### config.mk
export PLATFORM = sky130hd
export DESIGN_NAME = m32_8
export DESIGN_NICKNAME = d
export VERILOG_FILES = /design/src/rtl/m32_8_pkg.sv /design/src/rtl/m32_8_fifo_2x32.sv /design/src/rtl/m32_8.sv
export SDC_FILE = /design/constraint.sdc
export NUM_CORES = 1
export LEC_CHECK = 0
export ABC_AREA = 1
export CORE_MARGIN = 10
export CORE_UTILIZATION = 56
export DETAILED_ROUTE_END_ITERATION = 8
export PLACE_DENSITY = 0.79
export SLEW_MARGIN = 15
export SYNTH_ARGS = -nofsm -noshare
export SYNTH_HDL_FRONTEND = slang
export SYNTH_HIERARCHICAL = 1
export SYNTH_SLANG_ARGS = --single-unit
### constraint.sdc
create_clock -name clk_4f -period 3.7 [get_ports clk_4f]
set_input_delay 0.555 -clock clk_4f [delete_from_list [all_inputs] [get_ports clk_4f]]
set_output_delay 0.555 -clock clk_4f [all_outputs]
set_load 0.005 [all_outputs]
### src/rtl/m32_8_pkg.sv
// Shared PHY constants and types for the 32-to-8 serializer and its 8-to-32 counterpart.
// The idle byte is the K28.5 comma character.
package m32_8_pkg;

    localparam logic [7:0] PHY_IDLE_BYTE = 8'hBC;
    localparam int         IDX_W         = 2;
    localparam int         FIFO_DEPTH    = 2;
    localparam int         CNT_W         = 2;
    localparam int         PTR_W         = 1;

    typedef enum logic {
        ST_IDLE = 1'b0,
        ST_SEND = 1'b1
    } ser_state_e;

    // Byte 0 is the most significant byte, which is the order the 8-to-32 packer rebuilds.
    function automatic logic [7:0] word_byte(input logic [31:0] w, input logic [IDX_W-1:0] idx);
        logic [7:0] b;
        case (idx)
            2'd0:    b = w[31:24];
            2'd1:    b = w[23:16];
            2'd2:    b = w[15:8];
            default: b = w[7:0];
        endcase
        return b;
    endfunction

endpackage

### src/rtl/m32_8_fifo_2x32.sv
// Two-entry word FIFO in front of the serializer.
// Only the control state is reset. The storage is left unreset because it is never read while empty.
module fifo_2x32
    import m32_8_pkg::*;
(
    input  logic             clk,
    input  logic             srst,
    input  logic             push,
    input  logic             pop,
    input  logic [31:0]      din,
    output logic [31:0]      dout,
    output logic [CNT_W-1:0] count,
    output logic             full,
    output logic             empty
);

    logic [31:0]      mem_q [FIFO_DEPTH];
    logic [PTR_W-1:0] wr_ptr_q;
    logic [PTR_W-1:0] rd_ptr_q;
    logic [CNT_W-1:0] count_q;
    logic             push_ok;
    logic             pop_ok;

    assign full    = (count_q == CNT_W'(FIFO_DEPTH));
    assign empty   = (count_q == '0);
    assign count   = count_q;
    assign push_ok = push && !full;
    assign pop_ok  = pop && !empty;
    assign dout    = mem_q[rd_ptr_q];

    always_ff @(posedge clk) begin
        if (srst) begin
            wr_ptr_q <= '0;
            rd_ptr_q <= '0;
            count_q  <= '0;
        end else begin
            if (push_ok) wr_ptr_q <= wr_ptr_q + PTR_W'(1);
            if (pop_ok)  rd_ptr_q <= rd_ptr_q + PTR_W'(1);
            count_q <= count_q + CNT_W'(push_ok) - CNT_W'(pop_ok);
        end
    end

    always_ff @(posedge clk) begin
        if (push_ok) mem_q[wr_ptr_q] <= din;
    end

endmodule

### src/rtl/m32_8.sv
// 32-to-8 serializer: a two-word FIFO feeds a byte serializer that sends the MSB first.
// When no word is loaded, the output carries the idle comma.
module m32_8
    import m32_8_pkg::*;
#(
    parameter logic [7:0] IDLE_BYTE = PHY_IDLE_BYTE
) (
    input  logic        clk_4f,
    input  logic        reset,
    input  logic [31:0] data_input,
    input  logic        valid_input,
    output logic        ready_32_8,
    output logic [7:0]  data_32_8,
    output logic        valid_32_8,
    output logic        sincout
);

    ser_state_e       state_q, state_d;
    logic [IDX_W-1:0] idx_q, idx_d;
    logic [31:0]      word_q, word_d;
    logic [7:0]       data_q, data_d;
    logic             valid_q, valid_d;
    logic             sinc_q, sinc_d;

    logic             fifo_pop;
    logic [31:0]      fifo_dout;
    logic [CNT_W-1:0] fifo_count;
    logic             fifo_empty;
    logic             fifo_full_unused;

    // ready depends only on the occupancy, so a pop in the same cycle never opens a slot early.
    assign ready_32_8 = !reset && (fifo_count < CNT_W'(FIFO_DEPTH));

    fifo_2x32 u_fifo (
        .clk   (clk_4f),
        .srst  (reset),
        .push  (valid_input && ready_32_8),
        .pop   (fifo_pop),
        .din   (data_input),
        .dout  (fifo_dout),
        .count (fifo_count),
        .full  (fifo_full_unused),
        .empty (fifo_empty)
    );

    always_comb begin
        state_d  = state_q;
        idx_d    = idx_q;
        word_d   = word_q;
        fifo_pop = 1'b0;
        case (state_q)
            ST_IDLE: begin
                if (!fifo_empty) begin
                    fifo_pop = 1'b1;
                    word_d   = fifo_dout;
                    idx_d    = '0;
                    state_d  = ST_SEND;
                end
            end
            default: begin
                if (idx_q == IDX_W'(3)) begin
                    idx_d = '0;
                    // Reload on the last byte so the next word follows without an idle gap.
                    if (!fifo_empty) begin
                        fifo_pop = 1'b1;
                        word_d   = fifo_dout;
                    end else begin
                        state_d = ST_IDLE;
                    end
                end else begin
                    idx_d = idx_q + IDX_W'(1);
                end
            end
        endcase
    end

    always_comb begin
        data_d  = IDLE_BYTE;
        valid_d = 1'b0;
        sinc_d  = 1'b0;
        if (state_q == ST_SEND) begin
            data_d  = word_byte(word_q, idx_q);
            valid_d = 1'b1;
            sinc_d  = (idx_q == '0);
        end
    end

    always_ff @(posedge clk_4f) begin
        if (reset) begin
            state_q <= ST_IDLE;
            idx_q   <= '0;
            data_q  <= IDLE_BYTE;
            valid_q <= 1'b0;
            sinc_q  <= 1'b0;
        end else begin
            state_q <= state_d;
            idx_q   <= idx_d;
            data_q  <= data_d;
            valid_q <= valid_d;
            sinc_q  <= sinc_d;
        end
    end

    always_ff @(posedge clk_4f) begin
        word_q <= word_d;
    end

    assign data_32_8  = data_q;
    assign valid_32_8 = valid_q;
    assign sincout    = sinc_q;

endmodule

# --- Word level (Yosys, flattened, before mapping) ---
# Memories as Yosys holds them, arrays and structs flattened. A register that Yosys moved wholly into a read port is not among the register bits.
# Index checks and enable logic that the tools add are counted.
op_classes:
  addsub: 5
  n_mux: 17
  n_lt_le_gt_ge: 1
  eq_ne: 6
  reduce_logical: 10
  bitwise: 1
ops:
  columns: ["operator", "count"]
  rows:
  - ["$mux W32", 3]
  - ["$pmux W8 S3", 1]
  - ["$mux W1", 10]
  - ["$eq A2 B2 Y1 const B", 3]
  - ["$mux W2", 3]
  - ["$logic_and A1 B1 Y1", 4]
  - ["$logic_not A2 Y1", 2]
  - ["$logic_not A1 Y1", 3]
  - ["$add A1 B1 Y1 const B", 2]
  - ["$add A2 B1 Y2", 1]
  - ["$add A2 B1 Y2 const B", 1]
  - ["$eq A2 B1 Y1 const B", 1]
  - ["$lt A2 B2 Y1 const B", 1]
  - ["$ne A2 B1 Y1 const B", 1]
  - ["$ne A2 B2 Y1 const B", 1]
  - ["$reduce_or A2 Y1", 1]
  - ["$sub A2 B1 Y2", 1]
  - ["$not A1 Y1", 1]
word_totals:
  ram_bits: 64
  word_cells: 50
  mem_count: 1
  out_inout_bits: 11
  ff_bits: 49
memory_table:
  columns: ["name", "words", "word_bits", "rd", "rd_clocked_by_memory_dff", "wr", "line", "source"]
  rows:
  - ["u_fifo.mem_q", 2, 32, 1, 1, 1, "m32_8_fifo_2x32.sv:17", "logic [31:0] mem_q [FIFO_DEPTH];"]

# --- Depth between registers and ports, before layout ---
logic_depth:
  ltp_word: 7
  mapped_depth: 14

# --- Hierarchy ---
# Netlist, hierarchy kept.
by_module_without_submodules:
  columns: ["mod", "n_inst", "area_per_inst_um2", "cells_per_inst"]
  rows:
  - ["fifo_2x32", 1, 2717.6, 139]
  - ["m32_8", 1, 1657.8, 133]

# --- Least setup slack after synthesis ---
# Ideal clock, no wire load.
synth_timing:
  path_type: "reg2reg"
  start: "register idx_q[0]"
  end: "register word_q[0] (enable)"
  period_less_slack_ns: 2.856
  setup_ns: 0.432
  n_path_buf: 1
  path_slack_ns: 0.844
  path_stages_with_launch: 5
  arrival_time_ns: 2.424
  cell_sequence: "dfxtp_1 ha_1 inv_2 buf_6 a21oi_1"
synth_via:
  elab_chain_len: 2
synth_lines:
  columns: ["element", "line", "source"]
  rows:
  - ["from (decl)", "m32_8.sv:19", "logic [IDX_W-1:0] idx_q, idx_d;"]
  - ["from (signal assigned)", "m32_8.sv:97", "idx_q <= idx_d;"]
  - ["$eq A2 B2 Y1", "m32_8.sv:61", "if (idx_q == IDX_W'(3)) begin"]
  - ["$ne A2 B1 Y1 (no source line)", null, null]
  - ["to (signal assigned)", "m32_8.sv:105", "word_q <= word_d;"]
  - ["to (decl)", "m32_8.sv:20", "logic [31:0] word_q, word_d;"]
# Every way passes these cells.
# A chain may end at the register's enable or synchronous reset.

# --- Worst setup path after layout ---
layout_timing:
  start: "input reset"
  end: "output ready_32_8"
layout_via:
  elab_chain_len: 2
layout_lines:
  columns: ["element", "line", "source"]
  rows:
  - ["from (decl)", "m32_8.sv:9", "input logic reset,"]
  - ["$logic_not A1 Y1", "m32_8.sv:32", "assign ready_32_8 = !reset && (fifo_count < CNT_W'(FIFO_DEPTH));"]
  - ["$logic_and A1 B1 Y1", "m32_8.sv:32", null]
  - ["to (decl)", "m32_8.sv:12", "output logic ready_32_8,"]
# Every way passes these cells.

==> run metrics <==
Design Area, Final=0.00556 mm2; Crit path max-delay family=buffers and inverters; Final period util=66.7%; placed instance area=0.00488 mm2; via count=2286; Post-Route Setup TNS=0 ps; grt ovf=0; worst vdd ir=671 uV; Antenna Cells=0; # IOs=46; clock period minus final worst setup slack=2470 ps; Hold Path Stages=2; TritonCTS clock tree=done; synthesized area=0.00437 mm2; vias in the first global route=2482; Syn Area/Cell=16.1 um2; RePlAce Congestion=0.744; Max FO, Critical Path=9; Final Max Slew Viols=0; TritonCTS Buffers=17; Clk pin slew, worst setup/hold paths=roughly 50 ps; drt via density=5.14; Setup violations, final=0; Detailed Place HPWL=4700 um; Min Hold Slack=464 ps; GRT Total Usage=13.8%; CP most frequent cell=clkdlybuf4s50_1; largest net degree at the start of global routing=33; antenna violations before repair=0; startpoint types=input port; Die Wd=108 um; DIE HEIGHT=around 110 um; Port Buffers=45; crit end category=primary output; WP buf/inv=2; clk buf depth=2; latest clock arrival within the worst-skew pair=around 500 ps; YS warnings=6; Final Net Count=371; DR iter-0 viols=141; Routed WL=7710 um; layout cells sized above 1=22.7%; Antenna Violating Nets Remaining=0; RR Startpoint=idx_q[1]; crit-path cells=clkdlybuf4s50_1, nor2_1, clkdlybuf4s50_1; status=finished clean; Worst R2R Setup Slack=about 1500 ps; Tightest Pin Transition=1070 ps; WL/cell=approximately 17 um; CTS HTree Levels=4; crit path kind=in -> out; Hold Path Class=reg -> reg; CP max stage delay=640 ps; Sink Count=114; R2R cell count=13; RSZ-0062 raised after global routing=no; Mapped Nets=312; Hold Fails Final Rpt=0; Die Area=between 0.01 and 0.015 mm2; Initial Utilization=57.2%; hold path endpoint=data_32_8[5]; max capacitance violation total=0; Critical Path Start=reset; Clock Skews=6.45 ps; Area Overhead vs Synth=27.1%; # DRC=0; Slew HR=28.4%; leakage=0.00208 uW; Root Buffer=clkbuf_8; First-pass DRT Iterations=4; total power=~4400 uW; post-layout util=72.6%; Post-Syn Instances=271; Post-CTS Setup Inserts=0; Core Area=between 0.007 and 0.008 mm2; cts hold-fix bufs=0; critical-path cell with the highest stage delay=clkdlybuf4s50_1; row cnt=32; global-route wire length before repair=11900 um; crit path DAT=between 1500 and 2000 ps; Critical R2R Capture=u_fifo/count[1]; Max Fclk=approximately 0.41 GHz; critical path required time=roughly 3100 ps; critical hold path startpoint=word_q[5]; PD cells=798 mW/mm2; CTS resizes=0
==> per-layer routing <==
metal | part of all wire, % | GRT usage (%) | vias up
met5 | 0 | 0 | -
met3 | 5.8 | 5.23 | 10
met1 | 37 | 13.6 | 1129
li1 | - | - | 1088
met2 | 55 | 25.2 | 59
met4 | 1.4 | 6.40 | 0
==> per-stage QoR <==
stage,setup slack (ps),cells
after floorplan,844,271
after global placement,750,413
after detailed placement,687,413
after CTS,1220,445
after global routing,1040,445
final,1230,445
==> cells in the final DEF, fill, tap and decap left out, drive strengths merged <==
cell type	count
nor2	18
nand3	11
buf	3
edfxtp	96
o21ai	4
mux2	32
bufinv	6
clkinvlp	2
ha	6
nor3b	1
inv	15
clkbuf	19
dfxtp	18
nand2	51
a21oi	11
clkinv	5
clkdlybuf4s50	45
==> sequential cells by signal, indices dropped and copies added, names as in the netlist, named ones only <==
name             count
idx_q                2
word_q              32
state_q              1
u_fifo/rd_ptr_q      1
sincout              1
u_fifo/mem_q        64
valid_32_8           1
u_fifo/count         2
data_32_8            8
u_fifo/wr_ptr_q      1
==> final cells by class <==
class                   instances  area (um2)
flip-flops and latches        114        3240
fillers                       482        2090
multi-input cells             134         981
repair buffers                 48         473
clock buffers                  19         442
clock inverters                13         231
well taps                     102         128
inverters                      15        56.3
==> worst max path at each step <==
stage	end	slack, ps	depth (start not counted)
after floorplan	word_q[0]	840	4
after global placement	u_fifo/mem_q[1][25]	750	5
after detailed placement	u_fifo/mem_q[1][24]	690	5
after CTS	ready_32_8	1220	3
after global routing	u_fifo/mem_q[1][25]	1040	5
final	ready_32_8	1230	3
==> tightest hold or removal path, cell delays in order (launching register included) <==
cell and delay [ps]:
edfxtp_1 320, a21oi_1 60, nand2_1 50
==> power by group <==
part / total (uW) / switching [uW] / internal (uW)
logic: 728 / 392 / 336
clock network: 1800 / 541 / 1260
registers: 1900 / 144 / 1750
total: 4430 / 1080 / 3350
(Power assumes the default switching activity.)
